**src/rtl/mem_wb_stage_pkg.sv**
```systemverilog
// Shared definitions for the MIPS memory stage: FSM encoding, default widths
// and a small address helper used by the stage and its memory interface.
package mem_wb_stage_pkg;

    localparam int DATA_W_DEF = 32;
    localparam int REG_W      = 5;

    typedef enum logic {
        IDLE = 1'b0,
        BUSY = 1'b1
    } mem_state_e;

    function automatic logic word_aligned(input logic [1:0] lsb);
        return (lsb == 2'b00);
    endfunction

endpackage

```
**src/rtl/mem_wb_stage_dmem_if_fsm.sv**
```systemverilog
// Data-memory handshake: launches one request per access, waits for ack with a
// saturating timeout, and reports completion to the MEM/WB register.
module dmem_if_fsm
    import mem_wb_stage_pkg::*;
#(
    parameter int DATA_W  = DATA_W_DEF,
    parameter int TIMEOUT = 16,
    parameter int CNT_W   = 5
) (
    input  logic              clk,
    input  logic              rst,
    input  logic              start_i,
    input  logic              we_i,
    input  logic [DATA_W-1:0] addr_i,
    input  logic [DATA_W-1:0] wdata_i,
    input  logic              dmem_ack_i,
    input  logic [DATA_W-1:0] dmem_rdata_i,
    output logic              stall_o,
    output logic              done_o,
    output logic              timed_out_o,
    output logic [DATA_W-1:0] rdata_o,
    output logic              dmem_req_o,
    output logic              dmem_we_o,
    output logic [DATA_W-1:0] dmem_addr_o,
    output logic [DATA_W-1:0] dmem_wdata_o
);

    localparam logic [CNT_W-1:0] CNT_MAX = CNT_W'(TIMEOUT - 1);

    mem_state_e        state_q, state_d;
    logic [CNT_W-1:0]  cnt_q, cnt_d;
    logic              req_q, req_d;
    logic              we_q, we_d;
    logic [DATA_W-1:0] addr_q, addr_d;
    logic [DATA_W-1:0] wdata_q, wdata_d;

    // Pipeline-wide convention: state advances on the falling edge.
    always_ff @(negedge clk or posedge rst) begin
        if (rst) begin
            state_q <= IDLE;
            cnt_q   <= '0;
            req_q   <= 1'b0;
            we_q    <= 1'b0;
            addr_q  <= '0;
            wdata_q <= '0;
        end else begin
            state_q <= state_d;
            cnt_q   <= cnt_d;
            req_q   <= req_d;
            we_q    <= we_d;
            addr_q  <= addr_d;
            wdata_q <= wdata_d;
        end
    end

    always_comb begin
        state_d     = state_q;
        cnt_d       = cnt_q;
        req_d       = req_q;
        we_d        = we_q;
        addr_d      = addr_q;
        wdata_d     = wdata_q;
        stall_o     = 1'b0;
        done_o      = 1'b0;
        timed_out_o = 1'b0;
        unique case (state_q)
            IDLE: begin
                if (start_i) begin
                    stall_o = 1'b1;
                    state_d = BUSY;
                    req_d   = 1'b1;
                    we_d    = we_i;
                    addr_d  = addr_i;
                    wdata_d = wdata_i;
                    cnt_d   = '0;
                end
            end
            BUSY: begin
                // An ack arriving on the final allowed cycle still counts as success.
                if (dmem_ack_i) begin
                    done_o  = 1'b1;
                    req_d   = 1'b0;
                    state_d = IDLE;
                end else if (cnt_q == CNT_MAX) begin
                    timed_out_o = 1'b1;
                    req_d       = 1'b0;
                    state_d     = IDLE;
                end else begin
                    stall_o = 1'b1;
                    cnt_d   = cnt_q + 1'b1;
                end
            end
            default: state_d = IDLE;
        endcase
    end

    assign rdata_o      = (done_o && !we_q) ? dmem_rdata_i : '0;
    assign dmem_req_o   = req_q;
    assign dmem_we_o    = we_q;
    assign dmem_addr_o  = addr_q;
    assign dmem_wdata_o = wdata_q;

endmodule

```
**src/rtl/mem_wb_stage.sv**
```systemverilog
// MEM stage of the 5-stage MIPS pipeline: branch select, load/store through the
// data-memory handshake, and the MEM/WB boundary register with sticky error flags.
module mem_wb_stage
    import mem_wb_stage_pkg::*;
#(
    parameter int DATA_W  = DATA_W_DEF,
    parameter int TIMEOUT = 16,
    parameter int CNT_W   = 5
) (
    input  logic              clk,
    input  logic              rst,
    input  logic [DATA_W-1:0] M_ALUresult,
    input  logic [DATA_W-1:0] M_memData,
    input  logic [DATA_W-1:0] M_addi,
    input  logic [REG_W-1:0]  M_writeReg,
    input  logic              M_RegWrite,
    input  logic              M_MemtoReg,
    input  logic              M_Branch,
    input  logic              M_MemRead,
    input  logic              M_MemWrite,
    input  logic              M_zero,
    output logic              pcsrc,
    output logic              mem_stall,
    output logic              dmem_req,
    output logic              dmem_we,
    output logic [DATA_W-1:0] dmem_addr,
    output logic [DATA_W-1:0] dmem_wdata,
    input  logic              dmem_ack,
    input  logic [DATA_W-1:0] dmem_rdata,
    output logic [DATA_W-1:0] W_ALUresult,
    output logic [DATA_W-1:0] W_memData,
    output logic [DATA_W-1:0] W_addi,
    output logic [REG_W-1:0]  W_writeReg,
    output logic              W_RegWrite,
    output logic              W_MemtoReg,
    output logic              bus_err,
    output logic              misalign_err
);

    logic              ldst, access, misalign;
    logic              stall, done, timed_out;
    logic [DATA_W-1:0] fsm_rdata;

    logic [DATA_W-1:0] w_alu_q, w_alu_d;
    logic [DATA_W-1:0] w_memd_q, w_memd_d;
    logic [DATA_W-1:0] w_addi_q, w_addi_d;
    logic [REG_W-1:0]  w_wreg_q, w_wreg_d;
    logic              w_rw_q, w_rw_d;
    logic              w_mtr_q, w_mtr_d;
    logic              bus_err_q, bus_err_d;
    logic              misalign_err_q, misalign_err_d;

    assign pcsrc    = M_Branch & M_zero;
    assign ldst     = M_MemRead | M_MemWrite;
    assign access   = ldst & word_aligned(M_ALUresult[1:0]);
    assign misalign = ldst & ~word_aligned(M_ALUresult[1:0]);

    // Read+write together is resolved as a write by steering we from M_MemWrite.
    dmem_if_fsm #(
        .DATA_W  (DATA_W),
        .TIMEOUT (TIMEOUT),
        .CNT_W   (CNT_W)
    ) u_dmem_if (
        .clk          (clk),
        .rst          (rst),
        .start_i      (access),
        .we_i         (M_MemWrite),
        .addr_i       (M_ALUresult),
        .wdata_i      (M_memData),
        .dmem_ack_i   (dmem_ack),
        .dmem_rdata_i (dmem_rdata),
        .stall_o      (stall),
        .done_o       (done),
        .timed_out_o  (timed_out),
        .rdata_o      (fsm_rdata),
        .dmem_req_o   (dmem_req),
        .dmem_we_o    (dmem_we),
        .dmem_addr_o  (dmem_addr),
        .dmem_wdata_o (dmem_wdata)
    );

    assign mem_stall = stall;

    // While stalled, only the write enable is squashed so WB sees a bubble.
    always_comb begin
        w_alu_d        = w_alu_q;
        w_memd_d       = w_memd_q;
        w_addi_d       = w_addi_q;
        w_wreg_d       = w_wreg_q;
        w_rw_d         = w_rw_q;
        w_mtr_d        = w_mtr_q;
        bus_err_d      = bus_err_q | timed_out;
        misalign_err_d = misalign_err_q | misalign;
        if (stall) begin
            w_rw_d = 1'b0;
        end else begin
            w_alu_d  = M_ALUresult;
            w_memd_d = fsm_rdata;
            w_addi_d = M_addi;
            w_wreg_d = M_writeReg;
            w_mtr_d  = M_MemtoReg;
            w_rw_d   = M_RegWrite & ~misalign & ~timed_out;
        end
    end

    always_ff @(negedge clk or posedge rst) begin
        if (rst) begin
            w_alu_q        <= '0;
            w_memd_q       <= '0;
            w_addi_q       <= '0;
            w_wreg_q       <= '0;
            w_rw_q         <= 1'b0;
            w_mtr_q        <= 1'b0;
            bus_err_q      <= 1'b0;
            misalign_err_q <= 1'b0;
        end else begin
            w_alu_q        <= w_alu_d;
            w_memd_q       <= w_memd_d;
            w_addi_q       <= w_addi_d;
            w_wreg_q       <= w_wreg_d;
            w_rw_q         <= w_rw_d;
            w_mtr_q        <= w_mtr_d;
            bus_err_q      <= bus_err_d;
            misalign_err_q <= misalign_err_d;
        end
    end

    assign W_ALUresult  = w_alu_q;
    assign W_memData    = w_memd_q;
    assign W_addi       = w_addi_q;
    assign W_writeReg   = w_wreg_q;
    assign W_RegWrite   = w_rw_q;
    assign W_MemtoReg   = w_mtr_q;
    assign bus_err      = bus_err_q;
    assign misalign_err = misalign_err_q;

endmodule

```
**config.mk**
```make
export PLATFORM = sky130hd
export DESIGN_NAME = mem_wb_stage
export DESIGN_NICKNAME = d
export VERILOG_FILES = /design/src/rtl/mem_wb_stage_pkg.sv /design/src/rtl/mem_wb_stage_dmem_if_fsm.sv /design/src/rtl/mem_wb_stage.sv
export SDC_FILE = /design/constraint.sdc
export NUM_CORES = 1
export LEC_CHECK = 0
export CORE_AREA = 4 4 120 122
export CTS_BUF_LIST = sky130_fd_sc_hd__clkbuf_16
export DETAILED_ROUTE_END_ITERATION = 8
export DIE_AREA = 0 0 124 126
export DONT_BUFFER_PORTS = 1
export SYNTH_ARGS = -nofsm -noshare
export SYNTH_HDL_FRONTEND = slang
export SYNTH_SLANG_ARGS = --single-unit
export TNS_END_PERCENT = 100
```
**constraint.sdc**
```tcl
create_clock -name clk -period 6.4 [get_ports clk]
set_input_delay 1.28 -clock clk [delete_from_list [all_inputs] [get_ports clk]]
set_output_delay 1.28 -clock clk [all_outputs]
set_load 0.02 [all_outputs]
```
After elaboration in Yosys (flattened, before gate mapping)
Index checks and enable logic that the tools add are counted.
{"block": "totals", "out_inout_bits": 173, "ff_bits": 177, "input_bits": 142, "wordCells": 57}
{"block": "op_classes", "n_reduce_logical": 6, "mux": 19, "eq_ne": 5, "bitwise": 12, "n_addsub": 1}
{"cell": "2-to-1 mux 32 bit", "count": 1}
{"cell": "2-to-1 mux 5 bit", "count": 3}
{"cell": "2-to-1 mux 1 bit", "count": 12}
{"cell": "one-hot mux 5 bit (2 select lines)", "count": 1}
{"cell": "!= test 2 bit (second input constant)", "count": 3}
{"cell": "adder 5 x 1 -> 5 bit (second input constant)", "count": 1}
{"cell": "AND 1 bit", "count": 5}
{"cell": "equality test 5 x 4 -> 1 bit (second input constant)", "count": 1}
{"cell": "inverter 1 bit", "count": 4}
{"cell": "one-hot mux 1 bit (2 select lines)", "count": 2}
{"cell": "AND reduction 2 bit", "count": 2}
{"cell": "!= test 3 bit (second input constant)", "count": 1}
{"cell": "bitwise OR 1 bit", "count": 3}
{"cell": "AND reduction 3 bit", "count": 1}
{"cell": "logical NOT 2 bit", "count": 1}
{"cell": "logical AND 1 bit", "count": 1}
{"cell": "logical NOT 1 bit", "count": 1}

Logic depth before layout (Yosys ltp)
Gate-level depths: netlist of run 1.
{"block": "logic_depth", "word_depth": 7, "ltp_mapped": 8, "ltp_nobuf": 6}

Cells and area by module
A second synthesis of run 1 with hierarchy kept.
{"block": "hier_totals", "cells_unflattened": 573, "area_unflattened_um2": 6951.7}
{"module": "mem_wb_stage", "seq_area_each_um2": 2627.5, "area_per_inst_um2": 3925.0, "cells_each": 227, "n_inst": 1}
{"module": "dmem_if_fsm", "seq_area_each_um2": 1801.7, "area_per_inst_um2": 3026.7, "cells_each": 346, "n_inst": 1}

==> flow_summary.yaml, run 1 <==
run_status:
  status: "complete, no violations"
placed_design:
  place.gp.congestion: 0.737
  dpl.hpwl_mm: 10.9
  io_buffers: 0
  place_area_sq_um: 6820
sta:
  hold_violations: 0
  worst_slew_pin_slew_ns: 0.605
  skew_ns: 0.00482
  hold_slack_ns: 0.489
  setup_tns_ns: 0
  grt_setup_unrepaired: "false"
  relSlewSlack_pct: 59.6
  finalSetupViolCount: 0
  drv_slew: 0
pwr:
  ir_worst_vdd_mv: 0.222
  p_per_area_nw_per_um2: 394
  p_total_uw: 2920
  leakage_uw: 0.00324
yosys:
  synth_edf_count: 0
  syn_nets: 547
  synthTopCellsByArea: "dfrtn_1 (67%), mux2_2 (18%), a22o_1 (4.5%), mux2_1 (4.1%), buf_4 (0.80%)"
  netlist_area_sq_um: 6610
  synth.distinct_cells: 28
  ys_seq_area_share_pct: 67.1
  async_reset_ff_share_pct: 100
  yosysMostFrequentCell: "dfrtn_1"
  synth_commonest_cells: "dfrtn_1 (177), mux2_2 (107), a22o_1 (34)"
  synth_top_cell_area_share_pct: 67.1
  ys_ff_latch: 177
  synthFlopType: "dfrtn_1"
  synth.avg_cell_area_sq_um: 16.4
  yosysWarningCount: 0
  synth_top_cell_by_area: "dfrtn_1"
  synth_cells: 403
floorplanning:
  die_x_microns: 124
  die_h_microns: 126
  fp.coreArea_sq_um: 13200
  io_pins: 315
  dieArea_sq_um: 15600
  num_rows: 42
  initial_utilization_pct: 50.1
cts:
  clkSinkCount: 177
  cts_buffers: 17
  cts_tree: "done"
  clk_pin_slew_ns: 0.04
  htreeDepth: 4
  clock_path_buffers: 2
  clkLatencyLatePin_ns: 0.39
  cts_root_buf: "clkbuf_16"
  cts_hold_buf: 0
worst_hold_path:
  min_path_cells: 2
  worstHoldPathType: "reg2reg"
global_routing:
  grt_pass1_vias: 3788
  grt_usage_pct: 18.7
  overflow: 0
  antenna_found_initial: 0
  grt_max_degree: 105
  grt_pass1_wl_mm: 21.9
detailed_routing:
  wirelength_mm: 14.8
  drt_drc_violations_left: 0
  vias: 3364
  firstDrtPassIters: 4
  ant_nets: 0
  wl_per_cell_microns: 24.7
  drt-initial-drc-count: 140
  viasPerCell: 5.63
worst_setup_path:
  critPathKind: "reg2out"
  required_ns: 5.12
  path_common_cell: "ha_2"
  cp_cell_sequence: "ha_2 > and3_1 > ha_2 > or3b_4 > o31ai_4"
  critPathArrivalTime_ns: 5.03
  endpoint_kind: "output pin"
  critPathSlowestCell: "or3b_4"
  slowest_delay_ns: 0.40
  crit_fanout: 4
  ff2ff_path_depth: 7
  cp-start-kind: "flip-flop"
layout:
  fin_area_sq_um: 7420
  syn_to_final_growth_pct: 12.3
  fillCellCount: 1068
  drive_gt1_share_pct: 35.8
  nets: 555
  n_antenna_cell: 0
  utilization_pct: 56.2
job:
  drv_cap: 0
worst paths after layout:
| path | from | end | slack, ns |
|---|---|---|---|
| min in group asynchronous | rst | W_ALUresult[4]$_DFFE_NP0N_ | 3.92 |
| max reg2reg | u_dmem_if.cnt_q[1]$_DFFE_NP0P_ | W_addi[26]$_DFFE_NP0N_ | 3.86 |
| max | u_dmem_if.cnt_q[1]$_DFFE_NP0P_ | mem_stall | 0.09 |
| min reg2reg | u_dmem_if.cnt_q[4]$_DFFE_NP0P_ | u_dmem_if.cnt_q[4]$_DFFE_NP0P_ | 0.49 |
| max in group asynchronous | rst | W_writeReg[1]$_DFFE_NP0N_ | 1.64 |
| min | u_dmem_if.cnt_q[4]$_DFFE_NP0P_ | u_dmem_if.cnt_q[4]$_DFFE_NP0P_ | 0.49 |
final cells by class:
cell class,count,area (sq um),area share [%]
well taps,176,220,2.97
inverters,6,26.3,0.354
repair buffers,11,145,1.96
multi-input cells,198,2020,27.2
flip-flops and latches,177,4430,59.7
clock inverters,13,149,2.01
clock buffers,17,425,5.74
cells by family (layout without fill, tap and decap cells):
group	after synthesis	count (layout)	share of synthesized area [%]
AO/OA/AOI/OAI	47	47	5.97
adder cells (fa/ha/maj)	2	2	0.379
buffers and inverters	28	47	2.60
flip-flops	177	177	67.1
multiplexers	133	133	22.6
AND/OR/NAND/NOR	16	16	1.36
metal layers:
| layer | global-route usage, % | wire length (microns) | share of wire (%) | vias to the layer above |
|---|---|---|---|---|
| li1 | - | - | - | 1457 |
| met1 | 19.6 | 4850 | 33 | 1698 |
| met2 | 32.3 | 7760 | 53 | 195 |
| met3 | 10.3 | 2010 | 14 | 14 |
| met4 | 5.09 | 157 | 1.1 | 0 |
| met5 | 0 | 0 | 0 | - |
critical path, delay by kind of cell, from the launching register on:
| kind | cells | cell delay [ns] |
|---|---|---|
| simple gates | 2 | 0.58 |
| fa+ha+maj | 2 | 0.37 |
| flops | 1 | 0.36 |
| compound gates | 1 | 0.13 |
where the power goes:
| group | switching (uW) | total (uW) | internal [uW] | leakage (uW) |
|---|---|---|---|---|
| Sequential | 341 | 1650 | 1310 | 0.00215 |
| Combinational | 115 | 269 | 154 | 0.000793 |
| Clock | 399 | 1000 | 604 | 0.000288 |
| Total | 856 | 2920 | 2070 | 0.00324 |
per-stage QoR:
step,std cells,worst slack (ns)
after floorplan,403,-0.224
after global placement,566,0.270
after detailed placement,566,0.227
after CTS,598,0.0192
after global routing,598,0.0119
final,598,0.0908
cell usage in the layout, fill, tap and decap left out, drive strengths merged, types with 2 or more instances in the layout:
| master | synthesis | layout |
|---|---|---|
| a21oi | 2 | 2 |
| a22o | 34 | 34 |
| buf | 19 | 11 |
| bufinv | 0 | 3 |
| clkbuf | 3 | 17 |
| clkinv | 0 | 8 |
| dfrtn | 177 | 177 |
| ha | 2 | 2 |
| inv | 6 | 7 |
| mux2 | 131 | 131 |
| mux2i | 2 | 2 |
| nand2 | 3 | 3 |
| nor2 | 3 | 3 |
| nor2b | 2 | 2 |
| nor3 | 3 | 3 |
| o21ai | 3 | 3 |
| o21bai | 2 | 2 |
| o22ai | 3 | 3 |
registers in the layout (all words and copies together), names as in the netlist, 5 cells and up:
register / count
W_addi: 32
u_dmem_if.dmem_wdata_o: 32
u_dmem_if.dmem_addr_o: 32
W_writeReg: 5
u_dmem_if.cnt_q: 5
W_ALUresult: 32
W_memData: 32
what timing repair did:
| action | CTS | global route |
|---|---|---|
| pin swaps | 1 | 0 |
| cloned | 0 | 0 |
| setup buffers | 2 | 0 |
| endpoints found under the setup margin | 1 | 1 |
| resized for setup | 0 | 2 |
No activity file was read; power rests on OpenSTA's default activity.
==> run 2, diff against run 1 <==
--- a/config.mk
+++ b/config.mk
@@ -5,11 +5,12 @@
 export SDC_FILE = /design/constraint.sdc
 export NUM_CORES = 1
 export LEC_CHECK = 0
-export CORE_AREA = 4 4 120 122
+export CORE_AREA = 2 2 121 123
 export CTS_BUF_LIST = sky130_fd_sc_hd__clkbuf_16
 export DETAILED_ROUTE_END_ITERATION = 8
-export DIE_AREA = 0 0 124 126
+export DIE_AREA = 0 0 123 125
 export DONT_BUFFER_PORTS = 1
+export SKIP_CTS_REPAIR_TIMING = 1
 export SYNTH_ARGS = -nofsm -noshare
 export SYNTH_HDL_FRONTEND = slang
 export SYNTH_SLANG_ARGS = --single-unit
==> run 2 against run 1 <==
  * Wire length fell by 3.2%
  * Largest cell class unchanged
  * Worst hold slack improved by 0.0053 ns
  * Critical path type unchanged
  * Clock power rose by 14%
  * Critical endpoint unchanged
  * Flip-flop and latch count did not move
  * Setup slack got worse by 0.035 ns
==> flow_summary.yaml, run 2 (synthesized netlist as in run 1, its figures left out) <==
global_routing:
  grt_pass1_vias: 3710
  grt_pass1_wl_mm: 21.2
  grt_usage_pct: 18.4
  overflow: 0
  grt_max_degree: 78
  antenna_found_initial: 0
worst_setup_path:
  rr_startpoint: "u_dmem_if.cnt_q[1]$_DFFE_NP0P_"
  endpoint: "mem_stall"
  r2r-end: "W_addi[27]$_DFFE_NP0N_"
  cp-start-kind: "flip-flop"
  endpoint_kind: "output pin"
  crit_fanout: 7
  required_ns: 5.12
  cp-startpoint: "u_dmem_if.cnt_q[1]$_DFFE_NP0P_"
  r2r_slack_ns: 3.94
  critPathArrivalTime_ns: 5.06
  critPathKind: "reg2out"
  ff2ff_path_depth: 7
sta:
  layout_setup_ws_ns: 0.0554
  drv_slew: 0
  grt_setup_unrepaired: "false"
  relSlewSlack_pct: 70.0
  hold_slack_ns: 0.494
  worst_slew_pin_slew_ns: 0.450
  skew_ns: 0.00682
  finalSetupViolCount: 0
  hold_violations: 0
layout:
  n_antenna_cell: 0
  fillCellCount: 1160
  mostFrequentLayoutCell: "dfrtn_1"
  instances_no_fill: 612
  most-common-layout-cells: "dfrtn_1 (177), mux2_2 (107), a22o_1 (34)"
  ff_latch_area_sq_um: 4430
  utilization_pct: 53.2
  drive_gt1_share_pct: 37.9
  multi_input_area_sq_um: 2040
  syn_to_final_growth_pct: 14.5
  nets: 559
worst_hold_path:
  worstHoldPathType: "reg2reg"
detailed_routing:
  wirelength_mm: 14.3
  wl_per_cell_microns: 23.4
  vias: 3431
  firstDrtPassIters: 4
  drt_drc_violations_left: 0
  ant_nets: 0
  drt-initial-drc-count: 167
  viasPerCell: 5.61
pwr:
  p_per_area_nw_per_um2: 404
  ir_worst_vdd_mv: 0.197
  leakage_uw: 0.00329
cts:
  htreeDepth: 4
  clk_pin_slew_ns: 0.05
  clock_path_buffers: 2
  clkLatencyLatePin_ns: 0.40
  clkSinkCount: 177
  cts_buffers: 17
  cts_root_buf: "clkbuf_16"
  cts_tree: "done"
floorplanning:
  die_x_microns: 123
  fp.coreArea_sq_um: 14200
  dieArea_sq_um: 15400
  initial_utilization_pct: 46.5
  num_rows: 44
  die_h_microns: 125
  io_pins: 315
placed_design:
  place.gp.congestion: 0.752
  io_buffers: 0
  dp.cells: 574
  dpl.hpwl_mm: 10.2
  post-place-ws_ns: 0.314
job:
  drv_cap: 0
run_status:
  status: "complete, no violations"
==> run 2: cell count changes in the layout (fill, tap and decap cells not counted), moves of 2 or more <==
cell | previous run | this run
bufinv_16 | 3 | 5
clkinv_1 | 3 | 0
clkinvlp_4 | 1 | 3
clkinv_4 | 4 | 1
buf_4 | 6 | 9
inv_6 | 0 | 5
==> run 2: worst min path at each step <==
stage	start	to	slack [ns]	depth (start not counted)
2_1_floorplan	u_dmem_if.cnt_q[0]$_DFFE_NP0P_	u_dmem_if.cnt_q[0]$_DFFE_NP0P_	0.42	1
3_3_place_gp	u_dmem_if.cnt_q[0]$_DFFE_NP0P_	u_dmem_if.cnt_q[0]$_DFFE_NP0P_	0.44	1
3_5_place_dp	u_dmem_if.cnt_q[0]$_DFFE_NP0P_	u_dmem_if.cnt_q[0]$_DFFE_NP0P_	0.47	1
4_1_cts	u_dmem_if.cnt_q[0]$_DFFE_NP0P_	u_dmem_if.cnt_q[0]$_DFFE_NP0P_	0.47	1
5_1_grt	u_dmem_if.cnt_q[4]$_DFFE_NP0P_	u_dmem_if.cnt_q[4]$_DFFE_NP0P_	0.54	2
6_report	u_dmem_if.cnt_q[4]$_DFFE_NP0P_	u_dmem_if.cnt_q[4]$_DFFE_NP0P_	0.49	2
==> run 2: area by class of cell <==
cell class,count,share of cell area [%]
timing repair buffer,15,2.48
clock buffer,17,5.63
inverter,6,0.348
multi-input combinational,198,26.9
sequential,177,58.6
tap,184,3.04
clock inverter,15,3.00
==> run 2: layer usage <==
layer	wire length [microns]	track usage (%)
met1	4830	20.0
met4	310	9.09
met2	7260	30.0
met3	1890	8.76
met5	0	0
==> run 2: through the flow <==
step | power [uW] | instance area (sq um) | TNS [ns]
global placement | 1930 | 6840 | 0
global route | 3200 | 7560 | 0
CTS | 3090 | 7500 | -0.119
detailed placement | 1940 | 6840 | 0
floorplan | 1850 | 6610 | -39.60
finish | 3060 | 7560 | 0
==> run 2: critical path, cell delays in order (launching register included) <==
cell     delay [ns]
dfrtn_1        0.36
ha_2           0.20
and3_4         0.18
ha_4           0.15
or3b_4         0.42
o31ai_4        0.14
==> run 2: where the power goes <==
group          total, uW  internal (uW)  leakage (uW)  switching (uW)
combinational        274            158      0.000817             117
sequential          1650           1310       0.00215             341
clock               1140            698      0.000316             438
total               3060           2160       0.00329             896
